## src/rtl/video_pkg.sv

```systemverilog
// Shared types and constants for the run-length-encoded pixel path.
// Runs carry (colour, length) where length N means N+1 pixels.
package video_pkg;

  localparam int COLOUR_W = 6;
  localparam int LEN_W    = 10;
  localparam int LINE_W   = 10;

  localparam logic [COLOUR_W-1:0] UNDERRUN_COLOUR = 6'h30;
  localparam logic [LEN_W:0]      CNT_ONE         = (LEN_W+1)'(1);
  localparam logic [LINE_W-1:0]   LINE_MAX        = '1;

  typedef struct packed {
    logic [COLOUR_W-1:0] colour;
    logic [LEN_W-1:0]    length;
  } rle_run_t;

  typedef enum logic {
    IDLE = 1'b0,
    RUN  = 1'b1
  } seq_state_e;

  // Widened by one bit so a length field of all ones becomes 2**LEN_W pixels.
  function automatic logic [LEN_W:0] run_pixels(input logic [LEN_W-1:0] length);
    return {1'b0, length} + CNT_ONE;
  endfunction

endpackage

```

## src/rtl/rle_run_slot.sv

```systemverilog
// One run register: colour plus remaining pixel count (0 = empty).
// Priority is clear, then load, then decrement.
module rle_run_slot
  import video_pkg::*;
(
  input  logic                clk,
  input  logic                reset_n,
  input  logic                i_clear,
  input  logic                i_load,
  input  logic                i_dec,
  input  logic [COLOUR_W-1:0] i_colour,
  input  logic [LEN_W:0]      i_cnt,
  output logic [COLOUR_W-1:0] o_colour,
  output logic [LEN_W:0]      o_cnt,
  output logic                o_empty
);

  logic [COLOUR_W-1:0] r_colour;
  logic [LEN_W:0]      r_cnt;

  // NOTE: sequential state uses non-blocking assignments so every register
  // samples the values from before the edge, independent of statement order.
  always_ff @(posedge clk) begin
    if (!reset_n) begin
      r_colour <= '0;
      r_cnt    <= '0;
    end else if (i_clear) begin
      r_colour <= '0;
      r_cnt    <= '0;
    end else if (i_load) begin
      r_colour <= i_colour;
      r_cnt    <= i_cnt;
    end else if (i_dec && (r_cnt != '0)) begin
      r_cnt <= r_cnt - CNT_ONE;
    end
  end

  assign o_colour = r_colour;
  assign o_cnt    = r_cnt;
  assign o_empty  = (r_cnt == '0);

endmodule

```

## src/rtl/rle_run_sequencer.sv

```systemverilog
// Turns (colour, length) runs into a registered pixel stream paced by blank,
// with a current run plus one prefetch entry, frame restart and error flags.
module rle_run_sequencer
  import video_pkg::*;
(
  input  logic                clk,
  input  logic                reset_n,
  input  logic                enable,
  input  logic                blank,
  input  logic                vsync_pulse,
  input  logic                hsync_pulse,
  input  logic                run_valid,
  input  logic [COLOUR_W-1:0] run_colour,
  input  logic [LEN_W-1:0]    run_length,
  output logic                run_ready,
  output logic                stream_restart,
  output logic [COLOUR_W-1:0] colour,
  output logic                underrun,
  output logic                runs_left,
  output logic [LINE_W-1:0]   line_count
);

  seq_state_e r_state;
  seq_state_e w_next_state;

  logic [COLOUR_W-1:0] r_colour;
  logic                r_restart;
  logic                r_underrun;
  logic                r_runs_left;
  logic [LINE_W-1:0]   r_line_count;

  rle_run_t            w_offer;
  logic [COLOUR_W-1:0] w_cur_col;
  logic [LEN_W:0]      w_cur_cnt;
  logic                w_cur_empty;
  logic [COLOUR_W-1:0] w_pre_col;
  logic [LEN_W:0]      w_pre_cnt;
  logic                w_pre_empty;
  logic                w_pre_valid;

  logic                w_run_mode;
  logic                w_frame_end;
  logic                w_accept;
  logic                w_pixel;
  logic                w_cur_free;
  logic                w_flush;
  logic                w_promote;
  logic                w_cur_load;
  logic                w_pre_load;
  logic [COLOUR_W-1:0] w_cur_src_col;
  logic [LEN_W:0]      w_cur_src_cnt;

  assign w_offer     = '{colour: run_colour, length: run_length};
  assign w_pre_valid = !w_pre_empty;

  assign w_run_mode  = (r_state == RUN) && enable;
  assign w_frame_end = w_run_mode && vsync_pulse;
  assign w_accept    = run_valid && run_ready;
  assign w_pixel     = w_run_mode && !vsync_pulse && !blank && !w_cur_empty;

  // Cur can take a new run this cycle if it is empty or is emitting its last pixel.
  assign w_cur_free  = w_cur_empty || ((w_cur_cnt == CNT_ONE) && w_pixel);
  assign w_flush     = !enable || w_frame_end;
  assign w_promote   = w_cur_free && w_pre_valid;
  assign w_cur_load  = w_promote || (w_cur_free && w_accept);
  assign w_pre_load  = w_accept && !w_cur_free;

  assign w_cur_src_col = w_pre_valid ? w_pre_col : w_offer.colour;
  assign w_cur_src_cnt = w_pre_valid ? w_pre_cnt : run_pixels(w_offer.length);

  rle_run_slot u_cur (
    .clk      (clk),
    .reset_n  (reset_n),
    .i_clear  (w_flush),
    .i_load   (w_cur_load),
    .i_dec    (w_pixel),
    .i_colour (w_cur_src_col),
    .i_cnt    (w_cur_src_cnt),
    .o_colour (w_cur_col),
    .o_cnt    (w_cur_cnt),
    .o_empty  (w_cur_empty)
  );

  rle_run_slot u_pre (
    .clk      (clk),
    .reset_n  (reset_n),
    .i_clear  (w_flush || w_promote),
    .i_load   (w_pre_load),
    .i_dec    (1'b0),
    .i_colour (w_offer.colour),
    .i_cnt    (run_pixels(w_offer.length)),
    .o_colour (w_pre_col),
    .o_cnt    (w_pre_cnt),
    .o_empty  (w_pre_empty)
  );

  always_ff @(posedge clk) begin
    if (!reset_n) r_state <= IDLE;
    else          r_state <= w_next_state;
  end

  // NOTE: every combinational output gets a default first so no path
  // leaves it unassigned and a latch cannot be inferred.
  always_comb begin
    w_next_state = r_state;
    unique case (r_state)
      IDLE: if (enable && vsync_pulse) w_next_state = RUN;
      RUN:  if (!enable)               w_next_state = IDLE;
      default:                         w_next_state = IDLE;
    endcase
  end

  always_comb begin
    run_ready = 1'b0;
    if (r_state == RUN) run_ready = !w_pre_valid && !vsync_pulse;
  end

  // Pixel, flag and line-counter registers.
  always_ff @(posedge clk) begin
    if (!reset_n) begin
      r_colour     <= '0;
      r_restart    <= 1'b0;
      r_underrun   <= 1'b0;
      r_runs_left  <= 1'b0;
      r_line_count <= '0;
    end else begin
      r_restart <= 1'b0;

      if (vsync_pulse)                                   r_line_count <= '0;
      else if (hsync_pulse && (r_line_count != LINE_MAX)) r_line_count <= r_line_count + 1'b1;

      if (r_state == IDLE) begin
        r_colour <= '0;
        if (enable && vsync_pulse) r_restart <= 1'b1;
      end else if (!enable) begin
        r_colour <= '0;
      end else if (vsync_pulse) begin
        // Frame end overrides a coincident visible pixel.
        r_colour    <= '0;
        r_restart   <= 1'b1;
        r_underrun  <= 1'b0;
        r_runs_left <= !w_cur_empty || w_pre_valid;
      end else if (blank) begin
        r_colour <= '0;
      end else if (!w_cur_empty) begin
        r_colour <= w_cur_col;
      end else begin
        r_colour   <= UNDERRUN_COLOUR;
        r_underrun <= 1'b1;
      end
    end
  end

  assign colour         = r_colour;
  assign stream_restart = r_restart;
  assign underrun       = r_underrun;
  assign runs_left      = r_runs_left;
  assign line_count     = r_line_count;

endmodule

```

## config.mk

```make
export PLATFORM = sky130hd
export DESIGN_NAME = rle_run_sequencer
export DESIGN_NICKNAME = d
export VERILOG_FILES = /design/src/rtl/video_pkg.sv /design/src/rtl/rle_run_slot.sv /design/src/rtl/rle_run_sequencer.sv
export SDC_FILE = /design/constraint.sdc
export NUM_CORES = 1
export LEC_CHECK = 0
export BUFFER_PORTS_ARGS = -buffer_cell sky130_fd_sc_hd__buf_2
export CORE_MARGIN = 2
export CORE_UTILIZATION = 57
export CTS_CLUSTER_SIZE = 24
export DETAILED_ROUTE_END_ITERATION = 12
export GPL_ROUTABILITY_DRIVEN = 0
export MAX_ROUTING_LAYER = met4
export PLACE_DENSITY = 0.82
export SYNTH_ARGS = -nofsm -noshare
export SYNTH_HDL_FRONTEND = slang
export SYNTH_HIERARCHICAL = 1
export SYNTH_SLANG_ARGS = --single-unit
```

## constraint.sdc

```tcl
create_clock -name clk -period 2.9 [get_ports clk]
set_input_delay 0.58 -clock clk [delete_from_list [all_inputs] [get_ports clk]]
set_output_delay 0.58 -clock clk [all_outputs]
set_load 0.03 [all_outputs]
```

==> results of run 1 <==
## sequential cells by signal (all words and copies together) (netlist names)
register and cells:
u_cur/o_colour 6, r_state 1, colour 6, u_cur/o_cnt 11, stream_restart 1, runs_left 1
underrun 1, u_pre/o_colour 6, u_pre/o_cnt 11, line_count 10
## critical path, delay by kind of cell, from the launching register on
kind	cells	cell delay, ns
simple gates	5	1.33
buf+inv	1	0.43
compound gates	2	0.43
flops	1	0.39
## path summary, 6_finish.rpt
check,startpoint,end,cells after the start
setup reg to reg,u_cur/o_cnt[4]$_SDFFE_PP0P_,u_pre/o_cnt[5]$_SDFFE_PP0P_,8
hold reg to reg,u_cur/o_colour[4]$_SDFFE_PP0P_,colour[4]$_SDFF_PP0_,1
hold / removal,u_cur/o_colour[4]$_SDFFE_PP0P_,colour[4]$_SDFF_PP0_,1
setup / recovery,u_cur/o_cnt[4]$_SDFFE_PP0P_,u_pre/o_cnt[5]$_SDFFE_PP0P_,8
## timing repair
| item | 4_1_cts | 5_1_grt |
|---|---|---|
| resized for setup | 0 | 1 |
| endpoints found under the hold margin | 0 | 0 |
| endpoints found under the setup margin | 0 | 8 |
## kinds of logic (layout without fill, tap and decap cells)
group,Yosys count,in the layout
compound gates,101,101
xor+xnor,5,5
fa+ha+maj,4,4
buf+inv,31,69
flops,54,54
mux,24,24
other cells,1,5
simple gates,142,142
## layout by cell type, fill, tap and decap left out, types with 6 or more instances in the layout
cell / n
nor4_1: 6
clkbuf_8: 6
mux2i_1: 13
buf_2: 42
inv_1: 13
nor2_1: 38
a31oi_1: 14
o21ai_0: 24
and3_1: 11
dfxtp_1: 54
mux2_2: 11
nand3_1: 14
a211oi_1: 8
a21oi_1: 12
nor3_1: 7
nand2_1: 14
## final cells by class
cell class / count / share of cell area (%)
Timing Repair Buffer: 47 / 7.12
Tap cell: 70 / 2.52
Sequential cell: 54 / 31.1
Clock inverter: 1 / 0.864
Clock buffer: 6 / 2.37
Multi-Input combinational cell: 281 / 54.4
Inverter: 15 / 1.62
## layer usage
| layer | vias up | wire length [µm] |
|---|---|---|
| li1 | 1462 | - |
| met1 | 1399 | 3400 |
| met2 | 144 | 3600 |
| met3 | 18 | 682 |
| met4 | 0 | 153 |
| met5 | - | 0 |
## stage by stage
step	cells	setup slack, ns	utilization [%]
finish	474	0.208	67.6
floorplan	366	0.0816	-
CTS	474	0.217	67.6
detailed placement	467	0.268	65.5
global route	474	0.0173	67.6
global placement	467	0.344	65.5
==> metrics.yaml, run 1 <==
synthesis:
  synth_most_common_cell: "dfxtp_1"
  synth-edff-count: 0
  synth_sequential_area_ratio_pct: 35.2
  synthAdderAreaFrac_pct: 1.63
  yosysTopAreaCell: "dfxtp_1"
  synthTopCellsByArea: "dfxtp_1, nor2_1, mux2i_1"
  netlist_area_um2: 3070
  synth-seq-cells: 54
  postSynthCellCount: 362
  yosys.area_share.simple_pct: 26.6
  yosys_warnings: 6
  async_flop_share_pct: 0
  synth_compound_area_share_pct: 22.9
  synthTopCellsByCount: "dfxtp_1, nor2_1, o21ai_0"
  muxShareOfSynthArea_pct: 8.27
  synth.distinct_cells: 62
  yosys.area_share.xor_xnor_pct: 1.43
  synth_area_per_cell_um2: 8.48
  synth_top_family_by_area: "simple AND/OR/NAND/NOR gates"
  netlist.area_leader.share_pct: 35.2
  synth_ff_type: "dfxtp_1"
floorplanning:
  die_width_um: 77.4
  num_io_pins: 43
  fp.dieH_um: 77.4
  start_util_pct: 59.7
  die_area_um2: 5990
  rows: 26
  coreArea_um2: 5140
cts:
  cts_root_buf: "clkbuf_8"
  cts_hold_buffers: 0
  cts_setup_buffers: 0
  htree_levels: 2
  cts.sinks: 54
  cts_buffer_depth: 2
  cts_buffers: 5
  cts_tree: "built"
  clock_latency_ns: 0.31
  path_clk_slew_ns: 0.10
sta:
  worst_slew_pin_slew_ns: 0.619
  rsz0062_at_grt: "no"
  whs_ns: 0.464
  period_share_pct: 92.8
  setup_viol: 0
  slew_headroom_pct: 58.7
  final.setup.tns_ns: 0
  drv_slew: 0
  final_hold_viol_count: 0
  fin_skew_ns: 0.00587
  fmax_mhz: 371
  period_minus_slack_ns: 2.69
routing:
  first_pass_iters: 5
  via_count: 3023
  drt_iter0_markers: 187
  vias_per_cell: 6.38
  wl_per_cell_um: 16.5
  wl_um: 7830
  antenna_left: 0
  drc: 0
setup_path:
  cp.arrival_ns: 2.88
  start_kind: "register"
  crit_path_end_kind: "register"
  cpMostUsedCell: "nor4_1"
  cp_max_fo: 19
  path_cells: "nor4_1 > and4_1 > nor4_1 > nand4_1 > nor3b_2 > clkinv_1 > o21ai_0 > a31oi_1"
  critical_path_required_ns: 3.09
  critPathKind: "reg2reg"
  rrSetupSlack_ns: 0.21
  critPathMaxStageDelay_ns: 0.43
  crit_path_top_delay_cell: "clkinv_1"
job:
  drv_cap: 0
placed_design:
  numPortBuffers: 42
  place_area_um2: 3360
  dp_hpwl_um: 5700
finish:
  num-fill-cells: 439
  register_area_um2: 1080
  drive_above_1_share_pct: 21.5
  multi_input_area_um2: 1890
  antennaDiodeCount: 0
  area_growth_pct: 13.2
  design_area_um2: 3480
  fin_nets: 431
global_routing:
  met1_usage_pct: 35.6
  grtUsageMet2_pct: 42.8
  use_met3_pct: 5.23
  grt_pass1_vias: 2715
  grt_max_degree: 26
  grt_use_total_pct: 27.5
  top_usage_layer: "met2"
  antenna_found_initial: 0
  grt_pass1_wl_um: 12900
  overflow: 0
worst_hold_path:
  hold_class: "reg2reg"
status:
  outcome: "complete, no violations"
Power of run 1 is left out: the tool's default activity adds up to more than one toggle a clock period on the data nets, which glitch-free logic cannot reach.
==> inputs of run 2 (changes only) <==
--- a/config.mk
+++ b/config.mk
@@ -7,12 +7,12 @@
 export LEC_CHECK = 0
 export BUFFER_PORTS_ARGS = -buffer_cell sky130_fd_sc_hd__buf_2
 export CORE_MARGIN = 2
-export CORE_UTILIZATION = 57
+export CORE_UTILIZATION = 40
 export CTS_CLUSTER_SIZE = 24
 export DETAILED_ROUTE_END_ITERATION = 12
 export GPL_ROUTABILITY_DRIVEN = 0
 export MAX_ROUTING_LAYER = met4
-export PLACE_DENSITY = 0.82
+export PLACE_DENSITY = 0.62
 export SYNTH_ARGS = -nofsm -noshare
 export SYNTH_HDL_FRONTEND = slang
 export SYNTH_HIERARCHICAL = 1
==> run 2 against run 1 <==
Maximum frequency increased by 0.11%. Clock-buffer cell count decreased by 1. Cell area increased by 1.6%. Critical endpoint is now u_cur/o_cnt[5]$_SDFFE_PP0P_.
==> metrics.yaml, run 2 (synthesized netlist as in run 1, its figures left out) <==
global_routing:
  grt_use_total_pct: 18.9
  grt_max_degree: 23
  overflow: 0
  grt_pass1_vias: 2627
  antenna_found_initial: 0
  grt_pass1_wl_um: 12600
routing:
  via_count: 2901
  first_pass_iters: 4
  drc: 0
  drt_iter0_markers: 73
  vias_per_cell: 5.70
  wl_per_cell_um: 15.0
  antenna_left: 0
  wl_um: 7640
setup_path:
  cp_max_fo: 8
  cp.arrival_ns: 2.93
  crit_path_end_kind: "register"
  critical_path_required_ns: 3.14
  startpoint: "u_cur/o_cnt[0]$_SDFFE_PP0P_"
  crit_path_top_delay_cell: "or4_2"
  critPathKind: "reg2reg"
  path_cells: "inv_1 > ha_1 > and4_1 > nor3_1 > buf_4 > inv_1 > a41o_1 > or4_2 > a31oi_1"
  crit_family: "simple AND/OR/NAND/NOR gates"
  r2r-start: "u_cur/o_cnt[0]$_SDFFE_PP0P_"
  critPathMaxStageDelay_ns: 0.64
  cp_num_buf_inv: 3
  cpMostUsedCell: "inv_1"
  start_kind: "register"
worst_hold_path:
  hold_class: "reg2reg"
  hold_start: "u_cur/o_colour[4]$_SDFFE_PP0P_"
finish:
  area_growth_pct: 15.1
  final_common_cell: "dfxtp_1"
  drive_above_1_share_pct: 22.4
  fin_nets: 436
  layout_common_cells: "dfxtp_1, buf_2, nor2_1"
  num-fill-cells: 725
  antennaDiodeCount: 0
cts:
  cts_hold_buffers: 0
  path_clk_slew_ns: 0.10
  cts_tree: "built"
  cts_root_buf: "clkbuf_8"
  cts.sinks: 54
  cts_setup_buffers: 0
  clock_latency_ns: 0.31
  cts_buffer_depth: 2
  cts_resized: 0
  htree_levels: 2
  cts_buffers: 5
sta:
  final.setup.tns_ns: 0
  period_minus_slack_ns: 2.69
  setup_viol: 0
  period_share_pct: 92.7
  final_hold_viol_count: 0
  slew_headroom_pct: 60.6
  fmax_mhz: 372
  rsz0062_at_grt: "no"
  drv_slew: 0
  fin_skew_ns: 0.00758
  worst_slew_pin_slew_ns: 0.585
power:
  p_leak_uw: 0.00138
  ir_drop_mv: 0.718
  power_density_nw_per_um2: 1440
  power_uw: 5080
floorplanning:
  num_io_pins: 43
  coreArea_um2: 7330
  start_util_pct: 41.9
  die_area_um2: 8390
  die_width_um: 91.6
  rows: 31
  fp.dieH_um: 91.6
job:
  drv_cap: 0
placed_design:
  dp_hpwl_um: 5730
  numPortBuffers: 42
status:
  outcome: "complete, no violations"
[run 2: cell type report]
class                           count  area [µm²]  share of cell area (%)
Clock buffer                        5        68.8                    1.95
Clock inverter                      3        26.3                   0.744
Inverter                           15        56.3                    1.59
Multi-Input combinational cell    281        1890                    53.5
Sequential cell                    54        1080                    30.6
Tap cell                           99         124                    3.51
Timing Repair Buffer               52         285                    8.07
[run 2: stage by stage]
step | cells | instance area (µm²) | setup WS [ns] | util, % | hold WS (ns)
finish | 509 | 3530 | 0.211 | 48.2 | 0.471
global route | 509 | 3530 | 0.0596 | 48.2 | 0.503
CTS | 509 | 3530 | 0.242 | 48.2 | 0.476
detailed placement | 501 | 3440 | 0.280 | 46.9 | 0.445
global placement | 501 | 3440 | 0.399 | 46.9 | 0.447
floorplan | 366 | 3090 | 0.0816 | - | 0.427
[run 2: layer usage]
| metal | wire [µm] | GRT usage [%] | part of all wire [%] | up-vias |
|---|---|---|---|---|
| met3 | 409 | 4.03 | 5.4 | 10 |
| li1 | - | - | - | 1473 |
| met4 | 137 | 6.19 | 1.8 | 0 |
| met5 | 0 | - | 0 | - |
| met2 | 3380 | 27.5 | 44 | 88 |
| met1 | 3720 | 26.0 | 49 | 1330 |
[run 2: worst paths after layout]
check,cells after the start,to,slack [ns]
worst max-delay path,9,u_cur/o_cnt[5]$_SDFFE_PP0P_,0.21
worst min-delay path,1,colour[4]$_SDFF_PP0_,0.47
worst max register to register,9,u_cur/o_cnt[5]$_SDFFE_PP0P_,0.21
worst min register to register,1,colour[4]$_SDFF_PP0_,0.47
[run 2: report_power, final]
| part | switching [µW] | internal, µW | total, µW |
|---|---|---|---|
| combinational | 2000 | 1560 | 3560 |
| clock | 261 | 175 | 436 |
| sequential | 189 | 893 | 1080 |
| total | 2450 | 2630 | 5080 |
(Power assumes the default switching activity.)
